## config.mk

```make
export PLATFORM = sky130hd
export DESIGN_NAME = i2c_tx
export DESIGN_NICKNAME = d
export VERILOG_FILES = /design/src/rtl/i2c_tx.sv
export SDC_FILE = /design/constraint.sdc
export NUM_CORES = 1
export LEC_CHECK = 0
export CAP_MARGIN = 20
export CORE_UTILIZATION = 25
export DETAILED_ROUTE_END_ITERATION = 8
export HOLD_SLACK_MARGIN = 0.06
export MAX_ROUTING_LAYER = met4
export PLACE_DENSITY_LB_ADDON = 0.1
export SYNTH_ARGS = -nofsm -noshare
export SYNTH_HDL_FRONTEND = slang
export SYNTH_SLANG_ARGS = --single-unit
```

## constraint.sdc

```tcl
create_clock -name clk -period 1.9 [get_ports clk]
set_input_delay 0.38 -clock clk [delete_from_list [all_inputs] [get_ports clk]]
set_output_delay 0.38 -clock clk [all_outputs]
set_load 0.005 [all_outputs]
```

## src/rtl/i2c_tx.sv

```systemverilog
// I2C slave-transmitter bit controller.
// After the address phase selects a slave read, bytes are pulled from the
// register/FIFO side and shifted out MSB first on SDA. Each SDA change waits
// HOLD_CYCLES clocks after SCL falls. SDA is then released for the master's
// ACK/NACK. STOP, repeated START or a dropped enable return the block to IDLE.
module i2c_tx #(
  parameter int HOLD_CYCLES = 4,
  parameter int HOLD_W      = 8
) (
  input  logic       clk,
  input  logic       rst_an,
  input  logic       enable,
  input  logic       go,
  input  logic       scl_rise,
  input  logic       scl_fall,
  input  logic       start_det,
  input  logic       stop_det,
  input  logic       sda_in,
  input  logic [7:0] tx_data,
  input  logic       tx_valid,
  output logic       tx_ready,
  output logic       sda_drive_n,
  output logic       active,
  output logic       ack_rcvd,
  output logic       nack_rcvd,
  output logic       underrun
);

  localparam logic [HOLD_W-1:0] HOLD_MAX = HOLD_W'(HOLD_CYCLES);

  typedef enum logic [2:0] {
    IDLE, LOAD, DATALO, DATAHI, ACKLO, ACKHI, WAIT_STOP
  } state_t;

  state_t            state, state_nxt;
  logic [7:0]        shift, shift_nxt;
  logic [3:0]        bitcnt, bitcnt_nxt;
  logic              sda_nxt;
  logic              ack_q, ack_nxt;
  logic [HOLD_W-1:0] hold_cnt;
  logic              hold_over;
  logic              abort;

  assign hold_over = (hold_cnt == HOLD_MAX);
  assign abort     = stop_det | start_det | ~enable;
  assign active    = (state != IDLE);

  // Hold timer: restarts on every SCL fall (and on go) and saturates at HOLD_MAX.
  always_ff @(posedge clk or negedge rst_an) begin
    if (!rst_an)                 hold_cnt <= HOLD_MAX;
    else if (scl_fall | go)      hold_cnt <= '0;
    else if (!hold_over)         hold_cnt <= hold_cnt + 1'b1;
  end

  // State register.
  always_ff @(posedge clk or negedge rst_an) begin
    if (!rst_an) state <= IDLE;
    else         state <= state_nxt;
  end

  // Datapath registers. Reset releases SDA immediately, without waiting for clk.
  always_ff @(posedge clk or negedge rst_an) begin
    if (!rst_an) begin
      shift       <= 8'hFF;
      bitcnt      <= '0;
      sda_drive_n <= 1'b1;
      ack_q       <= 1'b0;
    end else begin
      shift       <= shift_nxt;
      bitcnt      <= bitcnt_nxt;
      sda_drive_n <= sda_nxt;
      ack_q       <= ack_nxt;
    end
  end

  // Next state, datapath updates and pulse outputs. An abort overrides all
  // normal transitions and masks every pulse in that cycle.
  always_comb begin
    state_nxt  = state;
    shift_nxt  = shift;
    bitcnt_nxt = bitcnt;
    sda_nxt    = sda_drive_n;
    ack_nxt    = ack_q;
    tx_ready   = 1'b0;
    underrun   = 1'b0;
    ack_rcvd   = 1'b0;
    nack_rcvd  = 1'b0;
    if (abort) begin
      state_nxt  = IDLE;
      sda_nxt    = 1'b1;
      bitcnt_nxt = '0;
    end else begin
      case (state)
        IDLE: begin
          sda_nxt = 1'b1;
          if (go) state_nxt = LOAD;
        end
        LOAD: begin
          tx_ready = 1'b1;
          if (tx_valid) shift_nxt = tx_data;
          else begin
            shift_nxt = 8'hFF;
            underrun  = 1'b1;
          end
          bitcnt_nxt = '0;
          state_nxt  = DATALO;
        end
        DATALO: begin
          if (hold_over) sda_nxt = shift[7];
          if (scl_rise)  state_nxt = DATAHI;
        end
        DATAHI: begin
          if (scl_fall) begin
            shift_nxt  = {shift[6:0], 1'b1};
            bitcnt_nxt = bitcnt + 4'd1;
            state_nxt  = (bitcnt == 4'd7) ? ACKLO : DATALO;
          end
        end
        ACKLO: begin
          if (hold_over) sda_nxt = 1'b1;
          if (scl_rise) begin
            ack_nxt   = ~sda_in;
            state_nxt = ACKHI;
          end
        end
        ACKHI: begin
          if (scl_fall) begin
            if (ack_q) begin
              ack_rcvd  = 1'b1;
              state_nxt = LOAD;
            end else begin
              nack_rcvd = 1'b1;
              state_nxt = WAIT_STOP;
            end
          end
        end
        WAIT_STOP: sda_nxt = 1'b1;
        default:   state_nxt = IDLE;
      endcase
    end
  end

endmodule

```

==> metrics.txt, run 1 <==
# TYPE chip_impl_metric gauge
chip_impl_info{name="hold_path_class",value="reg -> reg"} 1
chip_impl_metric{name="finalWorstPathRequiredPeriod",unit="ns"} 1.805
chip_impl_metric{name="clkLatencyLatePin",unit="ns"} 0.27
chip_impl_metric{name="synth.yosys.seq_area_share",unit="%"} 44.08
chip_impl_info{name="grt_setup_unrepaired",value="no"} 1
chip_impl_metric{name="worst_setup_hold_path_clk_slew",unit="ns"} 0.09
chip_impl_metric{name="max_slew.worst_pin.slew",unit="ns"} 0.3357
chip_impl_metric{name="layout_setup_ws",unit="ns"} 0.09502
chip_impl_metric{name="drt_iter0_drc",unit=""} 63
chip_impl_metric{name="timing.critical_path.slowest_cell_delay",unit="ns"} 0.40
chip_impl_metric{name="floorplan.io_pins",unit=""} 24
chip_impl_info{name="final_common_cell",value="sky130_fd_sc_hd__nand2_1"} 1
chip_impl_metric{name="post_synth_instance_area",unit="um^2"} 1448
chip_impl_metric{name="grt_pass1_wl",unit="um"} 6106
chip_impl_info{name="crit_path_start_kind",value="input port"} 1
chip_impl_metric{name="power.sequential.fraction",unit="%"} 56.6
chip_impl_metric{name="num-fill-cells",unit=""} 603
chip_impl_metric{name="floorplan.initialDensity",unit="%"} 26.13
chip_impl_metric{name="clockBufferDepth",unit=""} 2
chip_impl_metric{name="viasPerCell",unit=""} 4.683
chip_impl_info{name="hold-path-endpoint",value="shift[1]$_DFFE_PN1P_"} 1
chip_impl_metric{name="cts_made_buffers",unit=""} 3
chip_impl_metric{name="power.switching",unit="uW"} 267.1
chip_impl_metric{name="max_rail_drop_vdd",unit="mV"} 0.3616
chip_impl_metric{name="grt_pass1_vias",unit=""} 1277
chip_impl_info{name="worst_r2r_startpoint",value="hold_cnt[0]$_DFFE_PN0P_"} 1
chip_impl_metric{name="cp.required",unit="ns"} 1.52
chip_impl_metric{name="die-height",unit="um"} 78.10
chip_impl_metric{name="worst-r2r-setup-slack",unit="ns"} 0.25
chip_impl_metric{name="worst-path-max-fanout",unit=""} 3
chip_impl_metric{name="timing.clock.skew",unit="ns"} 0.004409
chip_impl_metric{name="worstRegToRegCells",unit=""} 6
chip_impl_info{name="crit_chain",value="dlygate4sd2_1, or3b_4, nor2_4, nand4_1, nor2_1, buf_2"} 1
chip_impl_metric{name="setup_total_negative_slack",unit="ns"} 0
chip_impl_metric{name="core_area",unit="um^2"} 5540
chip_impl_metric{name="detail_route.wirelength",unit="um"} 3386
chip_impl_metric{name="area_growth_syn_to_layout",unit="%"} 29.82
chip_impl_metric{name="cp.arrival",unit="ns"} 1.42
chip_impl_metric{name="routedWlPerCell",unit="um"} 12.63
chip_impl_metric{name="htree_num_levels",unit=""} 1
chip_impl_metric{name="gr-total-overflow",unit=""} 0
chip_impl_info{name="worst_hold_start",value="shift[1]$_DFFE_PN1P_"} 1
chip_impl_metric{name="final_net_count",unit=""} 218
chip_impl_info{name="slowest_stage",value="sky130_fd_sc_hd__or3b_4"} 1
chip_impl_metric{name="hold_depth",unit=""} 2
chip_impl_metric{name="final-max-slew-violation-count",unit=""} 0
chip_impl_metric{name="netlist.area_leader.share",unit="%"} 25.93
chip_impl_info{name="run_status",value="complete, no violations"} 1
chip_impl_metric{name="totalPowerFinal",unit="mW"} 1.090
chip_impl_metric{name="finalHoldViolations",unit=""} 0
chip_impl_metric{name="buffer_ports.inserted",unit=""} 23
chip_impl_metric{name="max_frequency",unit="MHz"} 554.0
chip_impl_metric{name="setup_violations",unit=""} 0
chip_impl_metric{name="syn-num-nets",unit=""} 187
chip_impl_metric{name="num_antenna_cells",unit=""} 0
chip_impl_metric{name="multi_input_area",unit="um^2"} 757.0
chip_impl_metric{name="period_utilization_post_route",unit="%"} 95.00
chip_impl_info{name="yosys-top-cells-area",value="sky130_fd_sc_hd__dfrtp_1, sky130_fd_sc_hd__dfstp_2, sky130_fd_sc_hd__o21ai_0, sky130_fd_sc_hd__nand2_1, sky130_fd_sc_hd__nand3b_1"} 1
chip_impl_metric{name="power.static_leakage",unit="nW"} 0.7885
chip_impl_metric{name="die_area",unit="um^2"} 6099
chip_impl_metric{name="placement.cell_area",unit="um^2"} 1817
chip_impl_info{name="commonest_cells_after_routing_fill_and_taps_aside",value="sky130_fd_sc_hd__nand2_1, sky130_fd_sc_hd__o21ai_0, sky130_fd_sc_hd__dfrtp_1, sky130_fd_sc_hd__clkdlybuf4s50_1, sky130_fd_sc_hd__buf_4"} 1
chip_impl_metric{name="avgSynthCellArea",unit="um^2"} 8.721
chip_impl_metric{name="drtAntennaViolNets",unit=""} 0
chip_impl_metric{name="p_int",unit="uW"} 823.3
chip_impl_metric{name="grt_start_max_net_pins",unit=""} 26
chip_impl_metric{name="place_ws",unit="ns"} -0.5816
chip_impl_metric{name="stdcell_area",unit="um^2"} 1879
chip_impl_info{name="synth.largest_area_cell",value="sky130_fd_sc_hd__dfrtp_1"} 1
chip_impl_metric{name="cell_row_count",unit=""} 27
chip_impl_metric{name="routability_cong",unit=""} 0.7585
chip_impl_info{name="endpoint_of_the_worst_register_to_register_path",value="sda_drive_n$_DFFE_PN1P_"} 1
chip_impl_metric{name="p_clk_share",unit="%"} 29.7
chip_impl_metric{name="routed-via-count",unit=""} 1255
chip_impl_metric{name="power.share.combinational",unit="%"} 13.7
chip_impl_metric{name="ys_seq_elements",unit=""} 25
chip_impl_metric{name="post_synth_num_cell_types",unit=""} 39
chip_impl_metric{name="power-per-cell-area",unit="nW/um^2"} 580.2
chip_impl_metric{name="drc",unit=""} 0
chip_impl_metric{name="number_of_synthesis_warnings",unit=""} 0
chip_impl_metric{name="power.share.switching",unit="%"} 24.49
chip_impl_info{name="critical_path_class",value="in -> out"} 1
chip_impl_metric{name="antenna_found_initial",unit=""} 0
chip_impl_metric{name="die_w",unit="um"} 78.10
chip_impl_info{name="cts_root_buf",value="sky130_fd_sc_hd__clkbuf_8"} 1
chip_impl_metric{name="synth_cells",unit=""} 166
chip_impl_info{name="tritoncts",value="built"} 1
chip_impl_metric{name="drive_gt1_share",unit="%"} 20.92
chip_impl_metric{name="place.detailed.hpwl",unit="um"} 2485
chip_impl_metric{name="slew_headroom",unit="%"} 77.62
chip_impl_metric{name="grt_usage",unit="%"} 12.91
chip_impl_metric{name="cap_viol_max_count",unit=""} 0
chip_impl_metric{name="tritoncts_num_sinks",unit=""} 25
chip_impl_info{name="timing.critical_path.to_type",value="output pin"} 1
chip_impl_metric{name="area.sequential",unit="um^2"} 638.1
chip_impl_metric{name="drt_pre_antenna_iters",unit=""} 4
what timing repair did:
action | 4_1_cts | 5_1_grt
resized for setup | 19 | 7
endpoints found under the setup margin | 13 | 9
setup buffers | 0 | 1
pin swaps | 5 | 3
hold buffers | 0 | 0
through the flow:
stage | hold slack (ns) | utilization, % | instances
detailed placement | 0.4529 | 32.79 | 263
finish | 0.4620 | 33.92 | 268
CTS | 0.4668 | 33.38 | 267
floorplan | 0.08441 | - | 166
global route | 0.4877 | 33.92 | 268
global placement | 0.4489 | 32.79 | 263
logic make-up (layout without fill, tap and decap cells):
family          Yosys count  in the layout  synth area share, %
flops                    25             25                44.08
xor+xnor                  4              4                2.420
fa+ha+maj                 3              3                2.593
buf+inv                  17             47                5.186
mux                       4              4                2.852
simple gates             71             71                26.62
compound gates           42             42                16.25
worst max path at each step:
| stage | from | endpoint | slack [ns] | depth (start not counted) |
|---|---|---|---|---|
| floorplan | start_det | shift[7]$_DFFE_PN1P_ | 0.31 | 6 |
| global placement | enable | nack_rcvd | -0.55 | 6 |
| detailed placement | enable | ack_rcvd | -0.58 | 6 |
| CTS | stop_det | ack_rcvd | 0.03 | 6 |
| global route | stop_det | ack_rcvd | 0.02 | 6 |
| finish | stop_det | nack_rcvd | 0.1 | 6 |
sequential cells by signal (all words and copies together), names as in the netlist:
signal       flops
state            3
shift            8
bitcnt           4
ack_q            1
hold_cnt         8
sda_drive_n      1
power groups by stage:
stage / Sequential, mW / Clock [mW] / Combinational, mW
2_1_floorplan: 0.621 / 0 / 0.0787
3_3_place_gp: 0.626 / 0 / 0.147
3_5_place_dp: 0.627 / 0 / 0.151
4_1_cts: 0.618 / 0.344 / 0.149
5_1_grt: 0.625 / 0.362 / 0.171
6_report: 0.617 / 0.323 / 0.150
area by class of cell:
class	instances	share of cell area (%)
well taps	72	4.794
multi-input cells	124	40.28
repair buffers	38	17.51
flip-flops and latches	25	33.95
inverters	5	0.9987
clock buffers	3	2.197
clock inverters	1	0.2663
worst max-delay path, delay by kind of cell:
| kind | cells | cell delay, ns |
|---|---|---|
| simple gates | 4 | 0.71 |
| buf+inv | 2 | 0.34 |
cells in the mapped netlist:
| library cell | number |
|---|---|
| sky130_fd_sc_hd__nand2_1 | 18 |
| sky130_fd_sc_hd__o21ai_0 | 17 |
| sky130_fd_sc_hd__dfrtp_1 | 15 |
| sky130_fd_sc_hd__nor2_1 | 12 |
| sky130_fd_sc_hd__a21oi_1 | 11 |
| sky130_fd_sc_hd__dfstp_2 | 10 |
| sky130_fd_sc_hd__nand3b_1 | 8 |
| sky130_fd_sc_hd__clkbuf_1 | 7 |
| sky130_fd_sc_hd__o21ai_1 | 6 |
| sky130_fd_sc_hd__inv_1 | 5 |
| sky130_fd_sc_hd__nand3_1 | 4 |
| sky130_fd_sc_hd__nand4_1 | 4 |
| sky130_fd_sc_hd__nor3_1 | 4 |
| sky130_fd_sc_hd__or3_1 | 4 |
| sky130_fd_sc_hd__buf_2 | 3 |
| sky130_fd_sc_hd__ha_1 | 3 |
| sky130_fd_sc_hd__mux2i_1 | 3 |
| sky130_fd_sc_hd__nor2b_1 | 3 |
| sky130_fd_sc_hd__xor2_1 | 3 |
| sky130_fd_sc_hd__a211oi_1 | 2 |
| sky130_fd_sc_hd__and2_1 | 2 |
| sky130_fd_sc_hd__and3_1 | 2 |
| sky130_fd_sc_hd__nand2b_1 | 2 |
| sky130_fd_sc_hd__nor4b_1 | 2 |
| sky130_fd_sc_hd__o21ai_2 | 2 |
| sky130_fd_sc_hd__a221o_1 | 1 |
| sky130_fd_sc_hd__a221oi_1 | 1 |
| sky130_fd_sc_hd__a31oi_1 | 1 |
| sky130_fd_sc_hd__and3b_1 | 1 |
| sky130_fd_sc_hd__buf_1 | 1 |
| sky130_fd_sc_hd__buf_6 | 1 |
| sky130_fd_sc_hd__mux2_2 | 1 |
| sky130_fd_sc_hd__nand4b_1 | 1 |
| sky130_fd_sc_hd__nor4_1 | 1 |
| sky130_fd_sc_hd__o21bai_1 | 1 |
| sky130_fd_sc_hd__or2_2 | 1 |
| sky130_fd_sc_hd__or3b_4 | 1 |
| sky130_fd_sc_hd__or4_1 | 1 |
| sky130_fd_sc_hd__xnor2_1 | 1 |
layer usage:
layer / GRT usage, % / part of all wire (%) / up-vias
met1: 16.92 / 48 / 587
met5: - / 0 / -
met3: 3.023 / 3.1 / 4
met4: 2.593 / 1.4 / 0
li1: - / - / 648
met2: 20.44 / 48 / 16
Note: power is estimated with default switching activity, not from simulation.
==> run 2, diff against run 1 <==
--- a/config.mk
+++ b/config.mk
@@ -7,6 +7,7 @@
 export LEC_CHECK = 0
 export CAP_MARGIN = 20
 export CORE_UTILIZATION = 25
+export CTS_CLUSTER_SIZE = 12
 export DETAILED_ROUTE_END_ITERATION = 8
 export HOLD_SLACK_MARGIN = 0.06
 export MAX_ROUTING_LAYER = met4
==> results of run 2 <==
No change in the layout: final DEF, timing and power equal those of run 1.
==> run 3, diff against run 2 <==
--- a/config.mk
+++ b/config.mk
@@ -5,7 +5,9 @@
 export SDC_FILE = /design/constraint.sdc
 export NUM_CORES = 1
 export LEC_CHECK = 0
+export ABC_AREA = 1
 export CAP_MARGIN = 20
+export CORE_MARGIN = 2
 export CORE_UTILIZATION = 25
 export CTS_CLUSTER_SIZE = 12
 export DETAILED_ROUTE_END_ITERATION = 8
==> run 3 against run 2 <==
  * Utilization is 1.2 points lower
  * Critical path type unchanged
  * Largest cell class unchanged
  * Sequential cell count did not move
  * Combinational power up 27%
  * Routed wire length increased by 11%
  * Worst setup slack worse by 0.024 ns
  * Sequential share of layout area fell by 3.1 points
  * Largest power group unchanged
==> metrics.txt, run 3 <==
# TYPE chip_impl_metric gauge
chip_impl_metric{name="max_rail_drop_vdd",unit="mV"} 0.3104
chip_impl_metric{name="post_synth_instance_area",unit="um^2"} 1622
chip_impl_info{name="commonest_cells_after_routing_fill_and_taps_aside",value="sky130_fd_sc_hd__nand2_1, sky130_fd_sc_hd__inv_1, sky130_fd_sc_hd__nor2_1, sky130_fd_sc_hd__nand3_1, sky130_fd_sc_hd__clkdlybuf4s50_1"} 1
chip_impl_info{name="yosys-top-cells-area",value="sky130_fd_sc_hd__dfrtp_1, sky130_fd_sc_hd__dfstp_2, sky130_fd_sc_hd__nand2_1, sky130_fd_sc_hd__inv_1, sky130_fd_sc_hd__nand3_1"} 1
chip_impl_metric{name="die_w",unit="um"} 84.54
chip_impl_metric{name="finalWorstPathRequiredPeriod",unit="ns"} 1.829
chip_impl_metric{name="worstRegToRegCells",unit=""} 9
chip_impl_metric{name="worst-path-max-fanout",unit=""} 3
chip_impl_info{name="dominant_register_cell_in_the_synthesized_netlist",value="sky130_fd_sc_hd__dfrtp_1"} 1
chip_impl_metric{name="routed-via-count",unit=""} 1392
chip_impl_metric{name="drc",unit=""} 0
chip_impl_metric{name="postCtsHoldBufs",unit=""} 0
chip_impl_info{name="biggestRegsByFlops",value="hold_cnt: 8 flops, shift: 8 flops, bitcnt: 4 flops"} 1
chip_impl_metric{name="number_of_enable_type_register_cells_in_the_synthesized_netlist",unit=""} 0
chip_impl_info{name="endpoint_of_the_worst_register_to_register_path",value="bitcnt[3]$_DFFE_PN0P_"} 1
chip_impl_metric{name="place.detailed.hpwl",unit="um"} 2827
chip_impl_metric{name="power.static_leakage",unit="nW"} 1.025
chip_impl_metric{name="setup_violations",unit=""} 0
chip_impl_metric{name="cts_made_buffers",unit=""} 3
chip_impl_metric{name="stdcell_area",unit="um^2"} 2067
chip_impl_info{name="synth.largest_area_cell",value="sky130_fd_sc_hd__dfrtp_1"} 1
chip_impl_metric{name="avgSynthCellArea",unit="um^2"} 7.988
chip_impl_metric{name="post-route-util",unit="%"} 32.74
chip_impl_metric{name="num_antenna_cells",unit=""} 0
chip_impl_metric{name="power-per-cell-area",unit="nW/um^2"} 549.3
chip_impl_metric{name="synth.yosys.seq_area_share",unit="%"} 39.35
chip_impl_metric{name="final_net_count",unit=""} 261
chip_impl_info{name="tritoncts",value="built"} 1
chip_impl_metric{name="tritoncts_num_sinks",unit=""} 25
chip_impl_info{name="hold_path_class",value="in -> async"} 1
chip_impl_metric{name="cp.arrival",unit="ns"} 1.45
chip_impl_metric{name="finalHoldViolations",unit=""} 0
chip_impl_metric{name="max_frequency",unit="MHz"} 546.8
chip_impl_metric{name="gr-total-overflow",unit=""} 0
chip_impl_metric{name="floorplan.initialDensity",unit="%"} 25.68
chip_impl_metric{name="worst-r2r-setup-slack",unit="ns"} 0.44
chip_impl_info{name="critical_path_class",value="in -> out"} 1
chip_impl_metric{name="post_synth_num_cell_types",unit=""} 29
chip_impl_info{name="crit_path_start_kind",value="input port"} 1
chip_impl_info{name="run_status",value="complete, no violations"} 1
chip_impl_metric{name="drive_gt1_share",unit="%"} 24.27
chip_impl_metric{name="timing.clock.skew",unit="ns"} 0.006963
chip_impl_metric{name="cp.required",unit="ns"} 1.52
chip_impl_metric{name="slew_headroom",unit="%"} 77.09
chip_impl_metric{name="area_growth_syn_to_layout",unit="%"} 27.47
chip_impl_metric{name="grt_pass1_wl",unit="um"} 6658
chip_impl_metric{name="antenna_found_initial",unit=""} 0
chip_impl_info{name="synth_most_common_cell",value="sky130_fd_sc_hd__nand2_1"} 1
chip_impl_metric{name="grt_usage",unit="%"} 11.88
chip_impl_metric{name="drtAntennaViolNets",unit=""} 0
chip_impl_info{name="cts_root_buf",value="sky130_fd_sc_hd__clkbuf_8"} 1
chip_impl_metric{name="die-height",unit="um"} 84.54
chip_impl_metric{name="number_of_synthesis_warnings",unit=""} 0
chip_impl_info{name="synthTopCellsByCount",value="sky130_fd_sc_hd__nand2_1, sky130_fd_sc_hd__inv_1, sky130_fd_sc_hd__nor2_1, sky130_fd_sc_hd__nand3_1, sky130_fd_sc_hd__dfrtp_1"} 1
chip_impl_metric{name="max_slew.worst_pin.slew",unit="ns"} 0.3437
chip_impl_metric{name="htree_num_levels",unit=""} 1
chip_impl_metric{name="detail_route.wirelength",unit="um"} 3750
chip_impl_metric{name="synth_cells",unit=""} 203
chip_impl_metric{name="placement.cell_area",unit="um^2"} 1996
chip_impl_metric{name="netlist.area_leader.share",unit="%"} 23.15
chip_impl_metric{name="floorplan.io_pins",unit=""} 24
chip_impl_metric{name="grt_pass1_vias",unit=""} 1383
chip_impl_metric{name="worst_setup_hold_path_clk_slew",unit="ns"} 0.10
chip_impl_metric{name="cap_viol_max_count",unit=""} 0
chip_impl_metric{name="clockBufferDepth",unit=""} 2
chip_impl_metric{name="drt_pre_antenna_iters",unit=""} 4
chip_impl_metric{name="period_utilization_post_route",unit="%"} 96.26
chip_impl_metric{name="routedWlPerCell",unit="um"} 11.87
chip_impl_metric{name="final-max-slew-violation-count",unit=""} 0
chip_impl_metric{name="buffer_ports.inserted",unit=""} 23
chip_impl_info{name="worst_r2r_startpoint",value="state[1]$_DFFE_PN0P_"} 1
chip_impl_metric{name="drt_iter0_drc",unit=""} 53
chip_impl_metric{name="viasPerCell",unit=""} 4.405
chip_impl_metric{name="cell_row_count",unit=""} 29
chip_impl_info{name="timing.critical_path.to_type",value="output pin"} 1
chip_impl_metric{name="ys_async_sr_fraction",unit="%"} 100.0
chip_impl_metric{name="grt_start_max_net_pins",unit=""} 26
chip_impl_metric{name="die_area",unit="um^2"} 7146
chip_impl_metric{name="ys_seq_elements",unit=""} 25
chip_impl_metric{name="clkLatencyLatePin",unit="ns"} 0.27
chip_impl_info{name="grt_setup_unrepaired",value="yes"} 1
chip_impl_metric{name="syn-num-nets",unit=""} 224
chip_impl_metric{name="core_area",unit="um^2"} 6314
chip_impl_info{name="final_common_cell",value="sky130_fd_sc_hd__nand2_1"} 1
chip_impl_metric{name="routability_cong",unit=""} 0.7690
-- run 3: cell count changes after synthesis, sizes merged, moves of 3 or more --
cell and change:
nor2 +15, nor2b -3, nand2 +21, nand3b -8, inv +29, clkbuf -7, nand3 +19, a21oi -4
mux2i -3, o21ai -9, or3 -4, a22oi +7
-- run 3: cell type report --
| type | instances | area (um^2) |
|---|---|---|
| clock buffers | 3 | 41.29 |
| flip-flops and latches | 25 | 638.1 |
| clock inverters | 1 | 6.256 |
| multi-input cells | 138 | 810.8 |
| well taps | 77 | 96.34 |
| fillers | 685 | 4247 |
| repair buffers | 38 | 346.6 |
| inverters | 34 | 127.6 |
-- run 3: power breakdown --
part / leakage, nW / internal [mW] / switching (mW)
Combinational: 0.685 / 0.0913 / 0.0986
Clock: 0.0260 / 0.150 / 0.185
Sequential: 0.313 / 0.598 / 0.0119
-- run 3: how the worst max path moves through the flow --
stage	from	end	depth (start not counted)	slack, ns
floorplan	start_det	nack_rcvd	6	0.39
global placement	start_det	underrun	6	-0.30
detailed placement	start_det	nack_rcvd	7	-0.35
CTS	state[1]$_DFFE_PN0P_	active	4	0.002
global route	start_det	tx_ready	6	-0.008
finish	start_det	tx_ready	6	0.07
-- run 3: cell families (layout without fill, tap and decap cells) --
kind of cell    Yosys count  after routing  synth area share, %
buf+inv                  40             76                12.19
compound gates           35             35                14.51
simple gates             98             98                30.56
flops                    25             25                39.35
fa+ha+maj                 3              3                2.315
xor+xnor                  2              2                1.080
-- run 3: per-stage QoR --
| step | cells | TNS, ns | hold slack [ns] | total power [mW] | setup slack [ns] |
|---|---|---|---|---|---|
| floorplan | 203 | 0 | 0.08441 | 0.7261 | 0.3868 |
| global placement | 311 | -1.097 | 0.4790 | 0.8108 | -0.2980 |
| CTS | 316 | 0 | 0.4736 | 1.164 | 0.001937 |
| finish | 316 | 0 | 0.4650 | 1.135 | 0.07109 |
| global route | 316 | -0.007927 | 0.4886 | 1.210 | -0.007927 |
| detailed placement | 311 | -1.168 | 0.4819 | 0.8112 | -0.3493 |
-- run 3: critical path, stage by stage --
cell                              delay [ns]
sky130_fd_sc_hd__clkdlybuf4s50_1        0.40
sky130_fd_sc_hd__nor2_1                 0.12
sky130_fd_sc_hd__nand2_2                0.07
sky130_fd_sc_hd__buf_4                  0.15
sky130_fd_sc_hd__nor2_2                 0.11
sky130_fd_sc_hd__clkdlybuf4s15_1        0.21
-- run 3: per-layer routing --
layer / vias up / track usage, % / routed length, um
met5: - / - / 0
met4: 0 / 2.597 / 29
met3: 2 / 2.557 / 178
met2: 32 / 17.25 / 1560
met1: 620 / 17.00 / 1982
li1: 738 / - / -
-- run 3: repair_timing --
| item | CTS | global route |
|---|---|---|
| cloned | 0 | 0 |
| setup buffers | 1 | 0 |
| resized for setup | 12 | 7 |
| endpoints found under the setup margin | 5 | 5 |
